<file path="src/rtl/instr_loader.sv">
// instr_loader: packs a boot byte stream into 32-bit words and writes imem.
// Define LOADER_CHECK_EN to enable header legality checking of each word.
module instr_loader #(
    parameter int                ADDR_W    = 10,
    parameter logic [ADDR_W-1:0] BASE_ADDR = '0
) (
    input  logic              clk,
    input  logic              rst,
    input  logic              start,
    input  logic [ADDR_W:0]   len,
    input  logic              byte_valid,
    input  logic [7:0]        byte_data,
    output logic              byte_ready,
    output logic              imem_we,
    output logic [ADDR_W-1:0] imem_addr,
    output logic [31:0]       imem_wdata,
    output logic              busy,
    output logic              cpu_hold,
    output logic              done,
    output logic              err_illegal,
    output logic [ADDR_W-1:0] err_addr
);

    localparam logic [1:0] S_IDLE  = 2'd0;
    localparam logic [1:0] S_RECV  = 2'd1;
    localparam logic [1:0] S_WRITE = 2'd2;
    localparam logic [1:0] S_DONE  = 2'd3;

    localparam logic [ADDR_W:0] MAX_LEN = {1'b1, {ADDR_W{1'b0}}};
    localparam logic [ADDR_W:0] ONE     = {{ADDR_W{1'b0}}, 1'b1};

    logic [1:0]        state;
    logic [1:0]        state_nx;
    logic [ADDR_W:0]   len_q;
    logic [ADDR_W:0]   len_sat;
    logic [ADDR_W:0]   idx;
    logic [ADDR_W:0]   idx_inc;
    logic [1:0]        bidx;
    logic [23:0]       shift;
    logic              start_acc;
    logic              byte_acc;
    logic              wr_fire;
    logic              last_word;
    logic              len_zero;
    logic [ADDR_W-1:0] wr_addr;
    logic [31:0]       word;

    assign byte_ready = (state == S_RECV);
    assign start_acc  = (state == S_IDLE) && start;
    assign byte_acc   = byte_ready && byte_valid;
    assign wr_fire    = byte_acc && (bidx == 2'd3);
    assign idx_inc    = idx + ONE;
    assign last_word  = (state == S_WRITE) && (idx_inc == len_q);
    assign len_zero   = (len == '0);
    assign len_sat    = (len > MAX_LEN) ? MAX_LEN : len;
    // address arithmetic is ADDR_W wide, so it wraps past the top of imem
    assign wr_addr    = BASE_ADDR + idx[ADDR_W-1:0];
    assign word       = {byte_data, shift};

    always_comb begin
        state_nx = state;
        unique case (state)
            S_IDLE: begin
                if (start) begin
                    state_nx = len_zero ? S_DONE : S_RECV;
                end
            end
            S_RECV: begin
                if (wr_fire) begin
                    state_nx = S_WRITE;
                end
            end
            S_WRITE: begin
                state_nx = last_word ? S_DONE : S_RECV;
            end
            S_DONE: begin
                state_nx = S_IDLE;
            end
            default: begin
                state_nx = S_IDLE;
            end
        endcase
    end

    always_ff @(posedge clk or negedge rst) begin
        if (!rst) begin
            state <= S_IDLE;
        end else begin
            state <= state_nx;
        end
    end

    always_ff @(posedge clk or negedge rst) begin
        if (!rst) begin
            len_q <= '0;
            idx   <= '0;
            bidx  <= '0;
            shift <= '0;
        end else begin
            if (start_acc) begin
                len_q <= len_sat;
                idx   <= '0;
                bidx  <= '0;
            end
            if (byte_acc) begin
                bidx <= bidx + 2'd1;
                unique case (bidx)
                    2'd0:    shift[7:0]   <= byte_data;
                    2'd1:    shift[15:8]  <= byte_data;
                    2'd2:    shift[23:16] <= byte_data;
                    default: shift        <= shift;
                endcase
            end
            if (state == S_WRITE) begin
                idx <= idx_inc;
            end
        end
    end

    always_ff @(posedge clk or negedge rst) begin
        if (!rst) begin
            imem_we    <= 1'b0;
            imem_addr  <= '0;
            imem_wdata <= '0;
        end else begin
            imem_we <= wr_fire;
            if (wr_fire) begin
                imem_addr  <= wr_addr;
                imem_wdata <= word;
            end
        end
    end

    // cpu_hold covers the DONE cycle; busy drops as DONE is entered
    always_ff @(posedge clk or negedge rst) begin
        if (!rst) begin
            busy     <= 1'b0;
            cpu_hold <= 1'b0;
            done     <= 1'b0;
        end else begin
            done <= (start_acc && len_zero) || last_word;
            if (start_acc) begin
                busy     <= !len_zero;
                cpu_hold <= 1'b1;
            end else if (last_word) begin
                busy <= 1'b0;
            end else if (state == S_DONE) begin
                cpu_hold <= 1'b0;
            end
        end
    end

`ifdef LOADER_CHECK_EN

    function automatic logic hdr_legal(input logic [5:0] h);
        logic [1:0] typ;
        logic [1:0] fn;
        logic       imm;
        logic       vec;
        logic       ok;
        typ = h[5:4];
        fn  = h[3:2];
        imm = h[1];
        vec = h[0];
        ok  = 1'b0;
        unique case (typ)
            2'b00: ok = (fn == 2'b00) || ((fn == 2'b01) && !imm);
            2'b01: ok = (fn == 2'b00) || (fn == 2'b01);
            2'b10: begin
                if (imm) begin
                    ok = !vec;
                end else begin
                    ok = (fn == 2'b00) || (fn == 2'b01) ||
                         ((fn == 2'b10) && vec);
                end
            end
            default: ok = 1'b0;
        endcase
        return ok;
    endfunction

    logic word_bad;
    assign word_bad = wr_fire && !hdr_legal(byte_data[7:2]);

    always_ff @(posedge clk or negedge rst) begin
        if (!rst) begin
            err_illegal <= 1'b0;
            err_addr    <= '0;
        end else if (start_acc) begin
            err_illegal <= 1'b0;
            err_addr    <= '0;
        end else if (word_bad) begin
            err_illegal <= 1'b1;
            if (!err_illegal) begin
                err_addr <= wr_addr;
            end
        end
    end

`else

    assign err_illegal = 1'b0;
    assign err_addr    = '0;

`endif

endmodule

</file>
<file path="config.mk">
export PLATFORM = sky130hd
export DESIGN_NAME = instr_loader
export DESIGN_NICKNAME = d
export VERILOG_FILES = /design/src/rtl/instr_loader.sv
export SDC_FILE = /design/constraint.sdc
export NUM_CORES = 1
export LEC_CHECK = 0
export BUFFER_PORTS_ARGS = -buffer_cell sky130_fd_sc_hd__buf_2
export CAP_MARGIN = 30
export CORE_ASPECT_RATIO = 1.4
export CORE_MARGIN = 2
export CORE_UTILIZATION = 40
export CTS_BUF_LIST = sky130_fd_sc_hd__clkbuf_4 sky130_fd_sc_hd__clkbuf_8 sky130_fd_sc_hd__clkbuf_16
export DETAILED_ROUTE_END_ITERATION = 12
export RECOVER_POWER = 25
export SLEW_MARGIN = 20
export SYNTH_ARGS = -nofsm -noshare
export SYNTH_HDL_FRONTEND = slang
export SYNTH_SLANG_ARGS = --single-unit
export TNS_END_PERCENT = 100
</file>
<file path="constraint.sdc">
create_clock -name clk -period 4.2 [get_ports clk]
set_input_delay 0.84 -clock clk [delete_from_list [all_inputs] [get_ports clk]]
set_output_delay 0.84 -clock clk [all_outputs]
set_load 0.02 [all_outputs]
</file>
==> impl_metrics.toml <==
[outcome]
outcome = "finished, final reports clean"

[synthesis]
postSynthCellCount = 336
synth-main-ff-cell = "dfrtp_1"
synth_enable_flop_cells = 0
ys_seq_area_share_pct = 57.1
synth.distinct_cells = 38
syn_avg_cell_area_sq_um = 12.5
ys_async_sr_fraction_pct = 100
synth-seq-cells = 96
yosys_warnings = 0
synth_area_sq_um = 4200

[floorplanning]
die_h_um = 125
dieArea_sq_um = 11400
fp.dieW_um = 90.6
io_pins = 81
num_rows = 44
initial_core_util_pct = 40.8
core_sq_um = 10300

[sta]
maxSlewViolCount = 0
slew-limit-headroom_pct = 2.95
rsz0062_at_grt = "no"
skew_ps = 4.87
hold_viol_final = 0
fmax_mhz = 376
setup_tns_ps = 0
setup_violations = 0
finalCritPeriodShare_pct = 63.3
period_needed_ps = 2660
worstMarginPinSlew_ps = 1460

[worst_setup_path]
reg2reg_to = "state[1]"
cp_max_fo = 58
cp_data_arrival_time_ps = 3160
critPathLaunchType = "input pin"
endpoint = "imem_wdata[24]"
rr_worst_depth = 7
cp-end-kind = "async pin"
crit_start = "rst"
r2r_slack_ps = 1890
worstReg2RegStart = "idx[0]"
worstSetupPathType = "in -> async"
cp.required_ps = 4700

[layout]
drive_above_1_share_pct = 38.8
layout_common_cells = "dfrtp_1, buf_2, mux2_2"
final_common_cell = "dfrtp_1"
num-nets-final = 433
diodes = 0
area_delta_synth_final_pct = 17.9
fillers = 992

[power]
p_total_uw = 3560
leakagePower_uw = 0.00236
p_per_area_nw_per_um2 = 717
peakVddDrop_v = 0.000387

[placed_design]
place.gp.congestion = 0.826
dp_hpwl_mm = 5.88
port-buffer-count = 69

[worst_hold_path]
min_from = "imem_wdata[11]"
holdCritPathClass = "reg -> reg"

[global_route]
grt_use_met1_pct = 19.4
track_usage_pct = 15.9
antenna_found_initial = 0
grt_max_degree = 73
use_met3_pct = 3.31
grt.overflow.total = 0
gr-usage-met2_pct = 26.3
grt_pass1_wl_mm = 14.3
grt_busiest_layer = "met2"
grt_pass1_vias = 2864

[drt]
routedWlPerCell_um = 15.9
firstDrtPassIters = 4
vias_per_cell = 5.09
ant_nets = 0
drt-initial-drc-count = 130
routed_wl_mm = 8.69
drc = 0
vias = 2791

[clocking]
clk_pin_slew_ps = 70
clock_latency_ps = 340
postCtsSetupRepairBufs = 0
cts_sinks = 96
cts.repair.resized = 0
cts_max_level = 3
cts_hold_buf = 0
root_buffer = "clkbuf_16"
cts_max_path_buffers = 2
cts_tree = "built"
cts_made_buffers = 9

[flow_run]
maxCapViolCount = 0
## layout make-up
class	count	area, sq um	share of cell area (%)
clock inverter	5	62.6	1.26
multi-input combinational	218	1660	33.4
timing repair buffer	73	392	7.90
sequential	96	2400	48.4
clock buffer	11	246	4.97
tap	138	173	3.48
inverter	7	26.3	0.530
## routing by layer
layer | share of wire (%) | wire length, um
met5 | 0 | 0
met3 | 4.8 | 416
met1 | 41 | 3580
met4 | 3.0 | 257
met2 | 51 | 4430
## sequential cells by signal, indices dropped and copies added, names as in the netlist
name and flops:
len_q 11, imem_we 1, shift 24, bidx 2
imem_wdata 32, state 2, cpu_hold 1, done 1
busy 1, imem_addr 10, idx 11
## synth_stat cells (all sizes together) (3+ instances only)
library cell | count | share of area, %
nand3 | 4 | 0.77
nand2 | 27 | 2.4
mux2 | 66 | 18
clkbuf | 5 | 0.45
a22o | 5 | 1.0
a21oi | 8 | 0.95
nand2b | 9 | 1.3
xnor2 | 10 | 2.1
nor3 | 4 | 0.48
xor2 | 6 | 1.2
ha | 5 | 1.5
buf | 20 | 3.3
dfrtp | 96 | 57
o21ai | 23 | 2.7
inv | 7 | 0.62
nor2 | 14 | 1.2
nand4 | 3 | 0.45
nor4 | 3 | 0.45
a31oi | 3 | 0.45
## cell families (layout without fill, tap and decap cells)
family                   after synthesis  count (layout)  synth area share (%)
buffers and inverters                 32              96                  4.35
multiplexers                          66              66                  17.7
flip-flops                            96              96                  57.1
AO/OA/AOI/OAI                         50              50                  7.74
other                                  1              11                0.0892
AND/OR/NAND/NOR                       70              70                  8.18
XOR/XNOR                              16              16                  3.33
adder cells (fa/ha/maj)                5               5                  1.49
## worst min path at each step
| stage | end | slack [ps] | cells past startpoint |
|---|---|---|---|
| 4_1_cts | imem_wdata[11] | 490 | 1 |
| 3_3_place_gp | imem_wdata[11] | 470 | 1 |
| 2_1_floorplan | imem_wdata[11] | 460 | 1 |
| 5_1_grt | shift[17] | 510 | 1 |
| 3_5_place_dp | imem_wdata[11] | 480 | 1 |
| 6_report | imem_wdata[11] | 490 | 1 |
## stage by stage
| step | area [sq um] | hold WS [ps] | util, % | setup WS [ps] | instances |
|---|---|---|---|---|---|
| after floorplan | 4240 | 459 | - | 2210 | 346 |
| after global placement | 4620 | 470 | 44.9 | 1650 | 530 |
| after detailed placement | 4620 | 476 | 44.9 | 1590 | 530 |
| after CTS | 4930 | 491 | 47.9 | 1750 | 546 |
| after global routing | 4960 | 510 | 48.2 | 1110 | 548 |
| final | 4960 | 490 | 48.2 | 1540 | 548 |
## report_power, final
part           total (uW)  internal, uW  switching, uW
clock network         846           489            357
logic                1170           531            639
registers            1540          1300            243
total                3560          2320           1240
## worst max-delay path, cell delays in order
cell and delay [ps]:
clkbuf_1 580, clkbuf_2 1190, buf_4 500
Power figures use the tool's default switching activity.
